`config.mk`:
```
export PLATFORM = sky130hd
export DESIGN_NAME = neuro_sequencer_flat
export DESIGN_NICKNAME = d
export VERILOG_FILES = /design/src/rtl/neuro_sequencer_if.sv /design/src/rtl/neuro_sequencer.sv /design/src/flat_wrapper.sv
export SDC_FILE = /design/constraint.sdc
export NUM_CORES = 1
export LEC_CHECK = 0
export BUFFER_PORTS_ARGS = -buffer_cell sky130_fd_sc_hd__buf_2
export CORE_AREA = 3 3 140 142
export DETAILED_ROUTE_END_ITERATION = 16
export DIE_AREA = 0 0 143 145
export HOLD_SLACK_MARGIN = 0.08
export MAX_ROUTING_LAYER = met4
export SYNTH_ARGS = -nofsm -noshare
export SYNTH_HDL_FRONTEND = slang
export SYNTH_SLANG_ARGS = --single-unit
```
`constraint.sdc`:
```
create_clock -name clk -period 6.35 [get_ports clk]
set_input_delay 0.635 -clock clk [delete_from_list [all_inputs] [get_ports clk]]
set_output_delay 0.635 -clock clk [all_outputs]
set_load 0.005 [all_outputs]
```
`src/rtl/neuro_sequencer_if.sv`:
```
// Signal bundle between neuro_sequencer and its neighbours: scale RAM, image RAM and network core.
// The sequencer takes the master side; the surrounding system or a testbench takes the slave side.
interface neuro_sequencer_if;
  logic        weights_ready;
  logic        frame_ready;
  logic        frame_req;
  logic        scale_re;
  logic [13:0] scale_addr;
  logic [23:0] scale_data;
  logic        img_we;
  logic [15:0] img_addr;
  logic [12:0] img_data;
  logic        net_go;
  logic        net_stop;
  logic [3:0]  net_result;
  logic [1:0]  result;
  logic        result_valid;
  logic        no_majority;
  logic        timeout_err;
  logic        busy;

  modport master (
    input  weights_ready, frame_ready, scale_data, net_stop, net_result,
    output frame_req, scale_re, scale_addr, img_we, img_addr, img_data, net_go,
           result, result_valid, no_majority, timeout_err, busy
  );

  modport slave (
    output weights_ready, frame_ready, scale_data, net_stop, net_result,
    input  frame_req, scale_re, scale_addr, img_we, img_addr, img_data, net_go,
           result, result_valid, no_majority, timeout_err, busy
  );
endinterface

```
`src/rtl/neuro_sequencer.sv`:
```
// Frame sequencer: copies a scaled RGB frame into the network image RAM as three centred planes,
// runs the network, and majority-votes the class over every three completed runs.
module neuro_sequencer #(
  parameter int IMG_W   = 128,
  parameter int IMG_H   = 128,
  parameter int TIMEOUT = 2**26 - 1
) (
  input  logic              clk,
  input  logic              rst,
  neuro_sequencer_if.master bus
);

  localparam int               NPIX      = IMG_W * IMG_H;
  localparam int               CW        = $clog2(TIMEOUT + 1);
  localparam logic [13:0]      LAST_PIX  = 14'(NPIX - 1);
  localparam logic [15:0]      PLANE_SZ  = 16'(NPIX);
  localparam logic [CW-1:0]    RUN_LIMIT = CW'(TIMEOUT);

  typedef enum logic [2:0] {IDLE, REQ, WAIT, LOAD, RUN, VOTE} state_t;

  state_t        state;
  logic          weights_seen;
  logic [1:0]    plane;
  logic [1:0]    wr_plane;
  logic [15:0]   plane_base;
  logic [1:0]    slot_idx;
  logic [1:0]    slot [3];
  logic [CW-1:0] run_cnt;

  logic          frame_req_q;
  logic          scale_re_q;
  logic [13:0]   scale_addr_q;
  logic          img_we_q;
  logic [15:0]   img_addr_q;
  logic [12:0]   img_hold;
  logic          net_go_q;
  logic [1:0]    result_q;
  logic          result_valid_q;
  logic          no_majority_q;
  logic          timeout_err_q;
  logic          busy_q;

  logic [7:0]        chan;
  logic signed [8:0] centered;
  logic [12:0]       pix_val;
  logic              unused_net_result;

  // NOTE: every variable assigned here gets a default first, so no path leaves it unassigned and no latch is inferred.
  always_comb begin
    chan = bus.scale_data[7:0];
    if (wr_plane == 2'd1)      chan = bus.scale_data[15:8];
    else if (wr_plane == 2'd2) chan = bus.scale_data[23:16];
  end

  // (c*2 - 255) always fits 9 signed bits, so the modular subtraction below is exact.
  assign centered = $signed({chan, 1'b0}) - 9'sd255;
  assign pix_val  = {centered, 4'b0000};

  // RAM data arrives in the write cycle itself, so the pixel is formed combinationally then held.
  assign bus.img_data = img_we_q ? pix_val : img_hold;

  assign unused_net_result = ^bus.net_result[3:2];

  assign bus.frame_req    = frame_req_q;
  assign bus.scale_re     = scale_re_q;
  assign bus.scale_addr   = scale_addr_q;
  assign bus.img_we       = img_we_q;
  assign bus.img_addr     = img_addr_q;
  assign bus.net_go       = net_go_q;
  assign bus.result       = result_q;
  assign bus.result_valid = result_valid_q;
  assign bus.no_majority  = no_majority_q;
  assign bus.timeout_err  = timeout_err_q;
  assign bus.busy         = busy_q;

  // NOTE: state is updated with non-blocking assignments only, so every branch sees pre-edge values.
  always_ff @(posedge clk or posedge rst) begin
    if (rst) begin
      state          <= IDLE;
      weights_seen   <= 1'b0;
      plane          <= '0;
      wr_plane       <= '0;
      plane_base     <= '0;
      slot_idx       <= '0;
      // NOTE: the vote slots are a tiny register array, not a RAM, so they are cleared in reset like any flop.
      slot           <= '{default: '0};
      run_cnt        <= '0;
      frame_req_q    <= 1'b0;
      scale_re_q     <= 1'b0;
      scale_addr_q   <= '0;
      img_we_q       <= 1'b0;
      img_addr_q     <= '0;
      img_hold       <= '0;
      net_go_q       <= 1'b0;
      result_q       <= '0;
      result_valid_q <= 1'b0;
      no_majority_q  <= 1'b0;
      timeout_err_q  <= 1'b0;
      busy_q         <= 1'b0;
    end else begin
      frame_req_q    <= 1'b0;
      result_valid_q <= 1'b0;
      no_majority_q  <= 1'b0;
      timeout_err_q  <= 1'b0;

      unique case (state)
        IDLE: begin
          if (bus.weights_ready && !weights_seen) begin
            weights_seen <= 1'b1;
            busy_q       <= 1'b1;
            state        <= REQ;
          end
        end

        REQ: begin
          frame_req_q <= 1'b1;
          state       <= WAIT;
        end

        WAIT: begin
          if (bus.frame_ready) begin
            scale_re_q   <= 1'b1;
            scale_addr_q <= '0;
            plane        <= '0;
            plane_base   <= '0;
            net_go_q     <= 1'b1;
            state        <= LOAD;
          end
        end

        // Issue one read per cycle; the matching write follows one cycle later.
        LOAD: begin
          img_we_q <= scale_re_q;
          if (img_we_q) img_hold <= pix_val;
          if (scale_re_q) begin
            img_addr_q <= plane_base + 16'(scale_addr_q);
            wr_plane   <= plane;
            if (scale_addr_q != LAST_PIX) begin
              scale_addr_q <= scale_addr_q + 14'd1;
            end else if (plane != 2'd2) begin
              scale_addr_q <= '0;
              plane        <= plane + 2'd1;
              plane_base   <= plane_base + PLANE_SZ;
            end else begin
              scale_re_q <= 1'b0;
            end
          end else begin
            run_cnt <= '0;
            state   <= RUN;
          end
        end

        // RUN spans counter values 0..TIMEOUT; a stop on the final value still wins over the abort.
        RUN: begin
          if (bus.net_stop) begin
            slot[slot_idx] <= bus.net_result[1:0];
            net_go_q       <= 1'b0;
            if (slot_idx == 2'd2) begin
              state <= VOTE;
            end else begin
              slot_idx <= slot_idx + 2'd1;
              state    <= REQ;
            end
          end else if (run_cnt == RUN_LIMIT) begin
            net_go_q      <= 1'b0;
            timeout_err_q <= 1'b1;
            state         <= REQ;
          end else begin
            run_cnt <= run_cnt + CW'(1);
          end
        end

        VOTE: begin
          if (slot[0] == slot[1] || slot[0] == slot[2]) begin
            result_q       <= slot[0];
            result_valid_q <= 1'b1;
          end else if (slot[1] == slot[2]) begin
            result_q       <= slot[1];
            result_valid_q <= 1'b1;
          end else begin
            no_majority_q <= 1'b1;
          end
          slot_idx <= '0;
          state    <= REQ;
        end

        default: state <= IDLE;
      endcase
    end
  end

endmodule

```
`src/flat_wrapper.sv`:
```
// flat-port wrapper written by rule: the top's interface ports become plain ports
module neuro_sequencer_flat 
#(
  parameter int IMG_W   = 128,
  parameter int IMG_H   = 128,
  parameter int TIMEOUT = 2**26 - 1
)
  (clk, rst, bus_weights_ready, bus_frame_ready, bus_scale_data, bus_net_stop, bus_net_result, bus_frame_req, bus_scale_re, bus_scale_addr, bus_img_we, bus_img_addr, bus_img_data, bus_net_go, bus_result, bus_result_valid, bus_no_majority, bus_timeout_err, bus_busy);
  neuro_sequencer_if bus_i ();
  input  logic clk;
  input  logic rst;
  input wire logic [$bits(bus_i.weights_ready)-1:0] bus_weights_ready;
  input wire logic [$bits(bus_i.frame_ready)-1:0] bus_frame_ready;
  input wire logic [$bits(bus_i.scale_data)-1:0] bus_scale_data;
  input wire logic [$bits(bus_i.net_stop)-1:0] bus_net_stop;
  input wire logic [$bits(bus_i.net_result)-1:0] bus_net_result;
  output wire logic [$bits(bus_i.frame_req)-1:0] bus_frame_req;
  output wire logic [$bits(bus_i.scale_re)-1:0] bus_scale_re;
  output wire logic [$bits(bus_i.scale_addr)-1:0] bus_scale_addr;
  output wire logic [$bits(bus_i.img_we)-1:0] bus_img_we;
  output wire logic [$bits(bus_i.img_addr)-1:0] bus_img_addr;
  output wire logic [$bits(bus_i.img_data)-1:0] bus_img_data;
  output wire logic [$bits(bus_i.net_go)-1:0] bus_net_go;
  output wire logic [$bits(bus_i.result)-1:0] bus_result;
  output wire logic [$bits(bus_i.result_valid)-1:0] bus_result_valid;
  output wire logic [$bits(bus_i.no_majority)-1:0] bus_no_majority;
  output wire logic [$bits(bus_i.timeout_err)-1:0] bus_timeout_err;
  output wire logic [$bits(bus_i.busy)-1:0] bus_busy;
  assign bus_i.weights_ready = bus_weights_ready;
  assign bus_i.frame_ready = bus_frame_ready;
  assign bus_i.scale_data = bus_scale_data;
  assign bus_i.net_stop = bus_net_stop;
  assign bus_i.net_result = bus_net_result;
  assign bus_frame_req = bus_i.frame_req;
  assign bus_scale_re = bus_i.scale_re;
  assign bus_scale_addr = bus_i.scale_addr;
  assign bus_img_we = bus_i.img_we;
  assign bus_img_addr = bus_i.img_addr;
  assign bus_img_data = bus_i.img_data;
  assign bus_net_go = bus_i.net_go;
  assign bus_result = bus_i.result;
  assign bus_result_valid = bus_i.result_valid;
  assign bus_no_majority = bus_i.no_majority;
  assign bus_timeout_err = bus_i.timeout_err;
  assign bus_busy = bus_i.busy;
  neuro_sequencer #(.IMG_W(IMG_W), .IMG_H(IMG_H), .TIMEOUT(TIMEOUT)) u_core (.clk(clk), .rst(rst), .bus(bus_i));
endmodule
```
## Word level (Yosys, flattened, before mapping)

Index checks and enable logic that the tools add are counted.

| storage, ports and cells | value |
|---|---|
| logic and storage cells | 133 |
| register bits | 110 |
| input bits | 33 |
| output and inout port bits | 53 |

| cells by class | value |
|---|---|
| order comparisons | 2 |
| reduce and logical (&&, ||, !) cells | 21 |
| add/sub/neg operators | 7 |
| equality and inequality tests | 26 |
| bitwise logic cells | 1 |
| multiplexer cells | 55 |

Operators with widths:

| cell | number |
|---|---|
| $mux 26 | 3 |
| $mux 16 | 4 |
| $mux 14 | 4 |
| $pmux 26 s2 | 1 |
| $pmux 16 s2 | 1 |
| $pmux 14 s2 | 1 |
| $add 26x1->26 const B | 1 |
| $eq 26x26->1 const B | 1 |
| $mux 2 | 9 |
| $mux 3 | 6 |
| $pmux 3 s6 | 1 |
| $add 16x14->16 | 1 |
| $add 16x15->16 const B | 1 |
| $mux 1 | 16 |
| $mux 8 | 2 |
| $ne 2x2->1 const B | 8 |
| $add 14x1->14 const B | 1 |
| $ne 14x14->1 const B | 1 |
| $mux 13 | 1 |
| $reduce_and 4->1 | 3 |
| $reduce_and 2->1 | 5 |
| $reduce_bool 2->1 | 5 |
| $sub 9x9->9 const B | 1 |
| $pmux 2 s2 | 2 |
| 22 further kinds | 33 |

## Logic depth before layout (Yosys ltp)

| depth | value |
|---|---|
| word-level depth | 6 |
| depth in mapped cells | 8 |
| depth with buffers taken out | 6 |

## Worst setup path before layout

Ideal clock, no wire load.

| timing | value |
|---|---|
| kind | register -> output |
| from | register u_core.wr_plane[1] |
| to | output port bus_img_data[12] |
| setup slack | 4.109 ns |
| arrival time | 1.606 ns |
| path buffers | 2 |
| cell stages (with the launch flop) | 6 |
| required time | 5.715 ns |
| path through | dfrtp_1 buf_1 clkbuf_1 mux2i_1 a21oi_1 a21oi_1 |

| between the ends | value |
|---|---|
| word-level cells in the longest chain between the ends | 5 |
| elaborated cells on any way between the ends | 6 |
| classes of those cells | add/sub: 1; eq/ne: 2; mux: 3 |

RTL lines:

| element | line | RTL |
|---|---|---|
| from (decl) | neuro_sequencer.sv:24 | `logic [1:0] wr_plane;` |
| from (signal assigned) | neuro_sequencer.sv:137 | `wr_plane <= plane;` |
| $eq 2x2->1 | neuro_sequencer.sv:52 | `else if (wr_plane == 2'd2) chan = bus.scale_data[23:16];` |
| $mux 8 | neuro_sequencer.sv:52 |  |
| $mux 8 (*) | neuro_sequencer.sv:51 | `if (wr_plane == 2'd1) chan = bus.scale_data[15:8];` |
| $sub 9x9->9 (*) | neuro_sequencer.sv:56 | `assign centered = $signed({chan, 1'b0}) - 9'sd255;` |
| $mux 13 (*) | - |  |
| to (decl) | flat_wrapper.sv:22 | `output wire logic [$bits(bus_i.img_data)-1:0] bus_img_data;` |

Every way passes the cells marked *; elsewhere a longest branch is shown, timed or not.

## Worst setup path after layout

| timing | value |
|---|---|
| from | register u_core.state[0] |
| to | register u_core.run_cnt[20] |

| between the ends | value |
|---|---|
| word-level cells in the longest chain between the ends | 3 |
| elaborated cells on any way between the ends | 8 |
| classes of those cells | eq/ne: 5; mux: 1; reduce/logical: 2 |

RTL lines:

| element | line | RTL |
|---|---|---|
| from (decl) | neuro_sequencer.sv:21 | `state_t state;` |
| from (signal assigned) | neuro_sequencer.sv:79 | `state <= IDLE;` |
| from (signal assigned) | neuro_sequencer.sv:111 | `state <= REQ;` |
| from (signal assigned) | neuro_sequencer.sv:117 | `state <= WAIT;` |
| $eq 3x3->1 / $eq 3x2->1 (equally long branches) | neuro_sequencer.sv:106 | `unique case (state)` |
| $ne 2x2->1 (no source line) / $reduce_bool 2->1 (equally long branches) | - |  |
| $reduce_and 4->1 (no source line) | - |  |
| to (signal assigned) | neuro_sequencer.sv:169 | `run_cnt <= run_cnt + CW'(1);` |
| to (decl) | neuro_sequencer.sv:28 | `logic [CW-1:0] run_cnt;` |

Parallel ways exist; a longest one is shown, timed or not.
A chain may end at the register's enable or synchronous reset.

==> results by group <==
Run status
  • Status: finished clean

Floorplanning
  • Die X: 143 um
  • Core Region: 0.0186 sq mm
  • Full die area: 0.0207 sq mm
  • Cell Rows: 50
  • Initial core utilization: 27.8%
  • DIE HEIGHT: 145 um
  • I/O pin count: 86

Synthesis
  • Synth Warn #: 0
  • Synth cell types: 59
  • EDFF count, synth: 0
  • Top-area cell type share of the netlist area: 46.6%
  • Post-Syn Area: 0.00516 sq mm
  • Most frequent cell after synthesis: dfrtp_1
  • Syn Inst Count: 539
  • Most instantiated cells after synthesis: dfrtp_1 (96), nand2_1 (58), o21ai_0 (43)
  • Fraction of registers with async set/reset: 100%
  • Flop and latch count out of synthesis: 96
  • Seq/Total Area, Yosys: 46.6%
  • Primary FF master, synth: dfrtp_1
  • Synth area leader: dfrtp_1
  • Avg Inst Size Synth: 9.57 sq um
  • Syn_nets: 579
  • Synth area leaders: dfrtp_1 (47%), mux2_2 (6.8%), nand2_1 (4.2%)

Detailed routing
  • WL final: 11900 um
  • DR WL/cell: 14.2 um
  • Post-DRT Antenna Nets: 0
  • TritonRoute pass-1 iters: 4
  • DRC errors left: 0
  • Initial DRC count: 278
  • Vias: 4209
  • Vias per cell: 4.99

STA
  • Worst Max-Slew Pin Slew: 1.07 ns
  • Fin crit period: 3.07 ns
  • TNS Setup: 0 ns
  • Max-slew headroom: 28.8%
  • Fmax: 326 MHz
  • WHS: 0.231 ns
  • Tcrit/Tclk final: 48.3%
  • Post-Route Skew: 0.00512 ns
  • Final worst slack: 3.28 ns
  • Number of max-slew violations in the final report: 0
  • Final hold violation count: 0
  • RSZ-0062 raised after global routing: no
  • Final setup vio count: 0

Setup path
  • CP Max Fanout: 17
  • CP top delay family: simple AND/OR/NAND/NOR gates
  • Crit path cell chain: nor3b_2 > nand2b_1 > a21oi_1 > nand3_1 > o31ai_1
  • Critical path's largest stage delay: 0.88 ns
  • CP Buf/Inv Count: 0
  • Startpoint types: register
  • CP max stage cell: a21oi_1
  • CP arrival: 3.30 ns
  • Critical Path RT: 6.58 ns
  • CP Class: register to register
  • Crit path launch: u_core.state[0]
  • R2R Path Start: u_core.state[0]
  • Crit end category: register

Global route
  • Global-route wire length before repair: 20000 um
  • Grt total ovfl: 0
  • Largest net degree at the start of global routing: 78
  • Antenna violations before repair: 0
  • GRT Util Overall: 11.9%
  • Vias in the first global route: 3877

Cells and area
  • Share of layout cells above drive strength 1: 24.1%
  • Nets: 646
  • Diodes inserted: 0
  • Area Growth Syn to Fin: 17.4%

Clock network
  • Worst-Skew Late Latency: 0.34 ns
  • Clock buffer count from CTS: 9
  • Clock Tree Buf Depth: 2
  • Postcts setup bufs: 0
  • Root Driver: clkbuf_16
  • Post-CTS sizing: 0
  • Clock sinks: 96
  • H-tree depth: 3
  • CTS tree: done
  • Clock transition at the registers of the reported paths: 0.07 ns
  • Post-CTS Hold Buffers: 0

Place
  • Placer congestion estimate: 0.791
  • Port Buffers: 83
  • Worst slack at placement: 3.31 ns
  • Post-DP HPWL: 8300 um

Min path
  • Worst min path class: input port to async pin

Power
  • Leak pwr: 0.00266 uW
  • Pwr/cell area: 341 mW/mm^2
  • Max rail drop VDD: 0.000121 V

Job
  • Total of max-cap violations: 0
-- layout by cell type (no fill, tap or decap), drive strengths merged, types with 2 or more instances in the layout --
cell	n
dfrtp	96
buf	87
o21ai	64
nand2	58
nor2	36
mux2	32
a21oi	30
nand3	21
nand4	19
nor2b	14
xnor2	12
o31ai	11
a31oi	10
mux2i	10
clkbuf	10
a211oi	8
nand2b	7
and3	7
ha	7
o41ai	7
inv	7
nor3	6
and2	5
and4	4
nand3b	4
or4	4
nor4	3
or3	3
clkinvlp	3
or2	2
o311ai	2
o22ai	2
nor4b	2
nor3b	2
-- layer usage --
layer,track usage [%],part of all wire (%),vias up,wire length (um)
met1,16.4,49,2008,5870
met5,-,0,-,0
met4,2.61,0.90,0,107
li1,-,-,2100,-
met2,17.6,45,93,5410
met3,3.03,4.7,8,556
-- worst paths after layout --
path / to / slack [ns] / depth (start not counted)
max in group asynchronous: u_core.bus.scale_addr[6] / 4.87 / 3
setup / recovery: u_core.run_cnt[20] / 3.28 / 5
hold / removal: u_core.bus.result_valid / 0.23 / 2
min in group clk: u_core.img_hold[4] / 0.47 / 1
hold reg to reg: u_core.img_hold[4] / 0.47 / 1
setup reg to reg: u_core.run_cnt[20] / 3.28 / 5
-- report_power, final --
part | total, uW | internal [uW] | switching, uW
combinational | 650 | 299 | 351
clock | 547 | 313 | 233
sequential | 865 | 715 | 150
-- flip-flops by register name (all words and copies together), names as in the netlist --
register and cells:
u_core.run_cnt 26, u_core.bus.img_addr 16, u_core.bus.scale_addr 14, u_core.img_hold 13, u_core.slot 6, u_core.state 3, u_core.bus.result 2, u_core.plane 2
u_core.plane_base 2, u_core.slot_idx 2, u_core.wr_plane 2, u_core.bus.frame_req 1, u_core.bus.img_we 1, u_core.bus.net_go 1, u_core.bus.no_majority 1, u_core.bus.result_valid 1
u_core.bus.scale_re 1, u_core.bus.timeout_err 1, u_core.weights_seen 1
-- area by class of cell --
type                    count  area, sq um
clock buffers              10          239
clock inverters             5         57.6
fillers                  1917        12500
inverters                   7         28.8
multi-input cells         405         2580
flip-flops and latches     96         2400
well taps                 234          293
repair buffers             87          445
-- kinds of logic (layout without fill, tap and decap cells) --
family                   count (synthesis)  after routing  share of synthesized area (%)
AO/OA/AOI/OAI                          142            142                           16.9
XOR/XNOR                                13             13                           2.21
adder cells (fa/ha/maj)                  7              7                           1.70
buffers and inverters                   38            109                           3.28
flip-flops                              96             96                           46.6
multiplexers                            42             42                           8.93
other                                    1              1                         0.0727
AND/OR/NAND/NOR                        200            200                           20.4
-- through the flow --
stage / utilization, % / total power, uW / cells / cell area (sq um)
after floorplan: - / 1340 / 539 / 5160
after global placement: 31.0 / 1530 / 829 / 5750
after detailed placement: 31.0 / 1540 / 829 / 5750
after CTS: 32.6 / 2090 / 844 / 6050
after global routing: 32.6 / 2210 / 844 / 6050
final: 32.6 / 2060 / 844 / 6050
Power figures use the tool's default switching activity.
